[config.mk]
export PLATFORM = sky130hd
export DESIGN_NAME = fifo_bank_ctrl
export DESIGN_NICKNAME = d
export VERILOG_FILES = /design/src/rtl/fifo_bank_pkg.sv /design/src/rtl/fifo_bank_ctrl_rden_skew_gen.sv /design/src/rtl/fifo_bank_ctrl.sv
export SDC_FILE = /design/constraint.sdc
export NUM_CORES = 1
export LEC_CHECK = 0
export CAP_MARGIN = 10
export CORE_MARGIN = 2
export CORE_UTILIZATION = 25
export CTS_BUF_LIST = sky130_fd_sc_hd__clkbuf_16
export CTS_CLUSTER_DIAMETER = 60
export DETAILED_ROUTE_END_ITERATION = 16
export PLACE_DENSITY = 0.57
export SYNTH_ARGS = -nofsm -noshare
export SYNTH_HDL_FRONTEND = slang
export SYNTH_SLANG_ARGS = --single-unit
[constraint.sdc]
create_clock -name clk -period 2.2 [get_ports clk]
set_input_delay 0.44 -clock clk [delete_from_list [all_inputs] [get_ports clk]]
set_output_delay 0.44 -clock clk [all_outputs]
set_load 0.02 [all_outputs]
[src/rtl/fifo_bank_pkg.sv]
// fifo_bank_pkg: shared state encoding and counter-width helpers for the FIFO bank sequencer
package fifo_bank_pkg;
  localparam int NUM_FIFO_DEF = 8;
  localparam int DEPTH_DEF = 8;
  localparam int WCNT_W = $clog2(NUM_FIFO_DEF * DEPTH_DEF);
  localparam int DCNT_W = $clog2(DEPTH_DEF + NUM_FIFO_DEF);
  typedef enum logic [1:0] {IDLE, FILL, DRAIN, DONE} state_t;
  function automatic int wcnt_w(input int n, input int d);
    return $clog2(n * d);
  endfunction
  function automatic int dcnt_w(input int n, input int d);
    return $clog2(d + n);
  endfunction
endpackage

[src/rtl/fifo_bank_ctrl_rden_skew_gen.sv]
// rden_skew_gen: diagonal read-enable window per FIFO, empty suppression and registered read-valid
module rden_skew_gen #(
  parameter int NUM_FIFO = 8,
  parameter int DEPTH = 8,
  parameter int DW = 4
) (
  input  logic                clk,
  input  logic                rst_n,
  input  logic                active,
  input  logic [DW-1:0]       dcnt,
  input  logic [NUM_FIFO-1:0] fifo_empty,
  output logic [NUM_FIFO-1:0] fifo_rden,
  output logic                rd_miss,
  output logic [NUM_FIFO-1:0] rd_valid
);
  logic [NUM_FIFO-1:0] in_win, rd_valid_q;
  for (genvar i = 0; i < NUM_FIFO; i++) begin : g_win
    assign in_win[i] = active && int'(dcnt) >= i && int'(dcnt) < i + DEPTH;
  end
  assign fifo_rden = in_win & ~fifo_empty;
  assign rd_miss = |(in_win & fifo_empty);
  assign rd_valid = rd_valid_q;
  always_ff @(posedge clk or negedge rst_n)
    if (!rst_n) rd_valid_q <= '0;
    else rd_valid_q <= fifo_rden;
endmodule

[src/rtl/fifo_bank_ctrl.sv]
// fifo_bank_ctrl: fills a FIFO bank from a row-major byte stream, then drains it with systolic skew
module fifo_bank_ctrl
  import fifo_bank_pkg::*;
#(
  parameter int NUM_FIFO = 8,
  parameter int DEPTH = 8,
  parameter int DATA_W = 8
) (
  input  logic                clk,
  input  logic                rst_n,
  input  logic                start,
  input  logic                in_valid,
  input  logic [DATA_W-1:0]   in_data,
  output logic                in_ready,
  output logic [NUM_FIFO-1:0] fifo_wren,
  output logic [DATA_W-1:0]   fifo_wdata,
  input  logic [NUM_FIFO-1:0] fifo_full,
  input  logic [NUM_FIFO-1:0] fifo_empty,
  output logic [NUM_FIFO-1:0] fifo_rden,
  output logic [NUM_FIFO-1:0] rd_valid,
  output logic                busy,
  output logic                done,
  output logic                err
);
  localparam int WW = wcnt_w(NUM_FIFO, DEPTH);
  localparam int DW = dcnt_w(NUM_FIFO, DEPTH);
  localparam int TW = $clog2(NUM_FIFO);
  state_t state_q, state_d;
  logic [WW-1:0] wcnt_q, wcnt_d;
  logic [DW-1:0] dcnt_q, dcnt_d;
  logic err_q, err_d, rd_miss, accept;
  logic [TW-1:0] tgt;
  assign tgt = TW'(32'(wcnt_q) / DEPTH);
  assign in_ready = state_q == FILL && !fifo_full[tgt];
  assign accept = in_valid && in_ready;
  assign fifo_wren = accept ? NUM_FIFO'(1) << tgt : '0;
  assign fifo_wdata = in_data;
  assign busy = state_q == FILL || state_q == DRAIN;
  assign done = state_q == DONE;
  assign err = err_q;
  rden_skew_gen #(.NUM_FIFO(NUM_FIFO), .DEPTH(DEPTH), .DW(DW)) u_skew (
    .clk(clk), .rst_n(rst_n), .active(state_q == DRAIN), .dcnt(dcnt_q),
    .fifo_empty(fifo_empty), .fifo_rden(fifo_rden), .rd_miss(rd_miss), .rd_valid(rd_valid)
  );
  always_comb begin
    state_d = state_q;
    wcnt_d = wcnt_q;
    dcnt_d = dcnt_q;
    err_d = err_q | rd_miss;
    case (state_q)
      IDLE: if (start) begin
        state_d = FILL;
        wcnt_d = '0;
        err_d = 1'b0;
      end
      FILL: if (accept) begin
        wcnt_d = wcnt_q + 1'b1;
        if (wcnt_q == WW'(NUM_FIFO * DEPTH - 1)) begin
          state_d = DRAIN;
          dcnt_d = '0;
        end
      end
      DRAIN: begin
        dcnt_d = dcnt_q + 1'b1;
        state_d = dcnt_q == DW'(DEPTH + NUM_FIFO - 2) ? DONE : DRAIN;
      end
      default: state_d = IDLE;
    endcase
  end
  always_ff @(posedge clk or negedge rst_n)
    if (!rst_n) begin
      state_q <= IDLE;
      wcnt_q <= '0;
      dcnt_q <= '0;
      err_q <= 1'b0;
    end else begin
      state_q <= state_d;
      wcnt_q <= wcnt_d;
      dcnt_q <= dcnt_d;
      err_q <= err_d;
    end
endmodule

* Word-level counts from Yosys, hierarchy flattened
Cells that the tools add are included.
** Operators by class
- Shifts and indexed selects :: 1
- Reductions and logical operators :: 26
- Add/subtract/negate cells :: 2
- Eq/ne operators :: 8
- Bitwise gates (word level) :: 4
- Mux-type cells :: 16
- Magnitude comparators :: 16
** Operators with widths (count)
- $lt A4 B4 Y1 const B :: 8
- $logic_and A1 B1 Y1 :: 17
- $and A8 B8 Y8 :: 2
- $ge A4 B3 Y1 const B :: 4
- $mux W6 :: 2
- $pmux W6 S2 :: 1
- $reduce_and A3 Y1 :: 3
- $ge A4 B2 Y1 const B :: 2
- $mux W4 :: 2
- $mux W8 :: 1
- $not A8 Y8 :: 1
- $pmux W4 S2 :: 1
- $reduce_or A8 Y1 :: 1
- $shl A1 B3 Y8 const A :: 1
- $add A6 B1 Y6 const B :: 1
- $eq A6 B6 Y1 const B :: 1
- $mux W2 :: 3
- $pmux W2 S3 :: 1
- $add A4 B1 Y4 const B :: 1
- $eq A2 B2 Y1 const B :: 2
- $eq A4 B4 Y1 const B :: 1
- $ge A4 B1 Y1 const B :: 1
- $lt A3 B4 Y1 const B :: 1
- $mux W1 :: 4
- other kinds (9) :: 11
** Word-level totals
- Bits in registers :: 21
- Input port bits :: 28
- Output and inout port bits :: 36

* Logic depth before layout (Yosys ltp)
- Depth in word-level cells :: 8
- Gate-level depth with buffers :: 8
- Depth with buffers taken out :: 7

* Modules after synthesis
From an unflattened synthesis, not the netlist that was laid out.
** Second synthesis, totals
- Cells, all modules :: 181
- Area, all modules :: 1580.3 um^2
** Modules (own cells, without submodules)
- fifo_bank_ctrl :: sequential area each 325.3 um^2, area an instance 1047.3 um^2, cells each 123, instances 1
- rden_skew_gen :: sequential area each 200.2 um^2, area an instance 533.0 um^2, cells each 58, instances 1

* Worst setup path before layout
No wires, ideal clock.
- Path kind :: register to output
- From :: register wcnt_q[3]
- To :: output fifo_wren[1]
- Buffers on the path :: 1
- Path slack :: -0.245 ns
- Data arrival time :: 2.005 ns
- Stages on the path, launching flop included :: 6
- Cell sequence :: dfrtp_1 buf_6 mux2_4 mux2_2 or3_1 nor3b_1
** Between the ends
- Word-level cells in the longest chain between the ends :: 6
- Elaborated cells between the ends (all ways) :: 7
- Those cells by class :: shift: 1; mux: 3; reduce/logical: 3
** Ends and longest elaborated chain
- from (decl) :: line fifo_bank_ctrl.sv:29 : logic [WW-1:0] wcnt_q, wcnt_d;
- from (signal assigned) :: line fifo_bank_ctrl.sv:78 : wcnt_q <= wcnt_d;
- $bmux W1 S3 :: line fifo_bank_ctrl.sv:34 : assign in_ready = state_q == FILL && !fifo_full[tgt];
- $mux W1 (implied by the code) :: line fifo_bank_ctrl.sv:34
- $logic_not A1 Y1 :: line fifo_bank_ctrl.sv:34
- $logic_and A1 B1 Y1 :: line fifo_bank_ctrl.sv:34
- $logic_and A1 B1 Y1 :: line fifo_bank_ctrl.sv:35 : assign accept = in_valid && in_ready;
- $mux W8 * :: line fifo_bank_ctrl.sv:36 : assign fifo_wren = accept ? NUM_FIFO'(1) << tgt : '0;
- to (decl) :: line fifo_bank_ctrl.sv:15 : output logic [NUM_FIFO-1:0] fifo_wren,
Mark *: on every way between the ends. The rest lies on a longest branch, timed or not. The select of a mux whose other input is x is not followed.

* Worst setup path in the final report
- From :: register wcnt_q[3]
- To :: output fifo_wren[2]
Same word-level chain as after synthesis.

==> impl_metrics.py <==
metrics = {
    "status": {
        "status": "finished, violations left",
        "violations": "setup timing",
    },
    "final_layout": {
        "fin_nets": 294,
        "fill_cells": 597,
        "area_delta_synth_final_pct": 66.83,
        "design_area_um2": 2586,
        "drive_gt1_share_pct": 40.08,
        "diodes": 0,
        "multi_input_area_um2": 1030,
        "seqCellArea_um2": 530.5,
    },
    "yosys": {
        "netlist_area_um2": 1550,
        "synth_edf_count": 0,
        "synth.distinct_cells": 47,
        "synth_ff_type": "dfrtp_1",
        "yosysSeqAreaShare_pct": 33.90,
        "yosysWarnings": 0,
        "syn-instance-count": 171,
        "synth-async-reset-ratio_pct": 100.0,
        "syn_area_per_cell_um2": 9.066,
        "ys_ff_latch": 21,
        "synth_fp_nets": 207,
    },
    "critical_path": {
        "endpoint_kind": "primary output",
        "crit_type": "register to primary output",
        "reg2reg_from": "wcnt_q[3]",
        "worstPathRequired_ns": 1.76,
        "worst-path-max-fanout": 4,
        "critPathArrivalTime_ns": 1.99,
        "r2r_end": "wcnt_q[1]",
        "crit_start": "wcnt_q[3]",
        "crit_path_end": "fifo_wren[2]",
        "r2r_cells": 7,
        "cp-start-kind": "register",
        "r2r_slack_ns": 0.03,
    },
    "place": {
        "routabilityCongestion": 0.7796,
        "placed_area_um2": 2381,
        "dp_hpwl_um": 3324,
        "numPortBuffers": 47,
    },
    "clock_network": {
        "root_buffer": "clkbuf_16",
        "clkSlewWorstSetupHoldPaths_ns": 0.06,
        "htreeDepth": 1,
        "numCtsBuffers": 3,
        "clock_sinks": 21,
        "clock_path_buffers": 2,
        "ctsHoldBuffers": 0,
        "cts_tree": "yes",
        "clock_latency_ns": 0.25,
    },
    "floorplanning": {
        "rows": 28,
        "die_area_um2": 6847,
        "coreArea_um2": 5956,
        "initial_core_util_pct": 26.03,
        "die_y_um": 82.75,
        "io_pins": 64,
        "die_x_um": 82.75,
    },
    "flow_run": {
        "drv_cap": 0,
    },
    "timing": {
        "tns_ns": -0.7951,
        "finClkSkew_ns": 0.002134,
        "slew_headroom_pct": 79.04,
        "setup_viol": 4,
        "timing.hold.ws_ns": 0.5152,
        "period_share_pct": 110.6,
        "hold_viol_final": 0,
        "min_period_ns": 2.433,
        "fmax_ghz": 0.4109,
        "tightest_slew_ns": 0.3120,
        "finalWorstSetupSlack_ns": -0.2335,
        "rsz0062_at_grt": "yes",
        "slew_viol_final": 0,
    },
    "power": {
        "vdd_drop_max_mv": 0.4108,
        "p_leak_nw": 1.163,
        "cellPowerDensity_nw_per_um2": 946.8,
    },
    "global_routing": {
        "grtUsageTotal_pct": 13.40,
        "antenna_found_initial": 0,
        "grt_pass1_wl_um": 7113,
        "grt_max_degree": 22,
        "overflow": 0,
        "grt_pass1_vias": 1513,
    },
    "drt": {
        "drc": 0,
        "wl_um": 4386,
        "drtAntennaViolNets": 0,
        "wl_per_cell_um": 13.21,
        "dr.pass1.iters": 4,
        "vias": 1570,
        "drt_iter0_drc": 73,
        "avgViaCountPerCell": 4.729,
    },
    "worst_hold_path": {
        "hold_class": "register to register",
    },
}
## area by class of cell
cell class                 instances  share of cell area, %
multi-input combinational        124                  39.82
timing repair buffer              98                  31.49
sequential                        21                  20.51
tap                               75                  3.628
clock buffer                       3                  2.903
inverter                          10                  1.451
clock inverter                     1                 0.1935
## report_power, final
group          switching (W)  internal [W]  total, W
registers           0.000109      0.000487  0.000596
clock network       0.000132      0.000244  0.000375
logic               0.000714      0.000763   0.00148
## metal layers
layer / up-vias / share of wire, % / GRT usage, %
met4: 0 / 0.75 / 3.443
met3: 2 / 4.2 / 2.609
li1: 787 / - / -
met5: - / 0 / 0
met2: 35 / 49 / 22.26
met1: 746 / 46 / 17.78
## repair_timing
item,CTS,global route
resized for setup,85,21
setup buffers,7,2
gates cloned,0,0
endpoints found under the setup margin,22,18
pin swaps,3,5
## worst min-delay path by stage
stage                     startpoint   endpoint  slack [ns]  cells past startpoint
after global placement     wcnt_q[0]  wcnt_q[0]        0.50                      1
after detailed placement   wcnt_q[0]  wcnt_q[0]        0.51                      1
final                      wcnt_q[0]  wcnt_q[0]        0.52                      1
after global routing       wcnt_q[0]  wcnt_q[0]        0.53                      1
after CTS                  wcnt_q[0]  wcnt_q[0]        0.51                      1
after floorplan                rst_n  dcnt_q[0]        0.14                      0
## layout by cell type, fill, tap and decap left out, drive strengths merged, types with 2 or more instances in the layout
cell type / n
clkbuf: 5
nand3b: 2
clkdlybuf4s15: 2
ha: 8
buf: 62
a21oi: 5
mux2i: 3
dfrtp: 21
nor3: 7
nand4: 2
clkdlybuf4s50: 25
dlygate4sd2: 7
or3: 2
nor4: 2
nor2: 10
nor2b: 2
mux2: 5
o31ai: 2
o21ai: 13
a22oi: 2
inv: 10
xnor2: 4
o211a: 2
nor4bb: 3
nor3b: 6
a221o: 3
nand2b: 4
nand2: 12
nor4b: 2
and2: 2
nand3: 5
a211o: 2
## through the flow
stage / util (%) / std cells / power [W] / setup slack [ns]
after floorplan: - / 171 / 0.001336 / 0.01395
after global placement: 39.98 / 320 / 0.001934 / -0.8272
after detailed placement: 39.98 / 320 / 0.001954 / -0.8382
after CTS: 42.54 / 331 / 0.002408 / -0.3172
after global routing: 43.42 / 332 / 0.002642 / -0.2975
final: 43.42 / 332 / 0.002449 / -0.2335
## cell usage after synthesis, types with 2 or more instances
library cell | instances | share of area [%]
dfrtp_1 | 21 | 34
nand2_1 | 12 | 2.9
o21ai_0 | 12 | 3.9
inv_1 | 10 | 2.4
nor2_1 | 9 | 2.2
buf_4 | 8 | 3.9
ha_1 | 8 | 6.5
clkbuf_1 | 7 | 1.7
nor3_1 | 7 | 2.3
nor3b_1 | 6 | 2.9
a21oi_1 | 5 | 1.6
nand3_1 | 5 | 1.6
nand2b_1 | 4 | 1.6
xnor2_1 | 4 | 2.3
a221o_1 | 3 | 1.9
mux2_4 | 3 | 2.9
mux2i_1 | 3 | 1.9
nor4bb_1 | 3 | 1.9
a211o_1 | 2 | 1.1
a22oi_1 | 2 | 0.97
and2_1 | 2 | 0.81
mux2_2 | 2 | 1.5
nand3b_1 | 2 | 0.97
nand4_1 | 2 | 0.81
nor2b_1 | 2 | 0.81
nor4_1 | 2 | 0.81
nor4b_1 | 2 | 1.1
o211a_1 | 2 | 1.3
o31ai_1 | 2 | 0.97
or3_1 | 2 | 0.81
## cell families after synthesis
kind of cell               share of synthesized area (%)
AOI/OAI and AO/OA                                  18.81
DFF                                                33.90
adders and majority gates                          7.103
and+or+nand+nor                                    22.92
xor gates and xnor gates                           2.260
buffers and inverters                              8.717
muxes                                              6.295
## registers in the layout, summed over array words and instances (netlist names)
register,count
u_skew.rd_valid,8
wcnt_q,6
dcnt_q,4
state_q,2
err,1
## critical path, cell delays in order, from the launching register on
cell     delay (ns)
dfrtp_2        0.43
mux2_4         0.31
mux2_4         0.29
or3_4          0.39
nor3b_4        0.19
buf_6          0.14
Note: power is estimated with default switching activity, not from simulation.
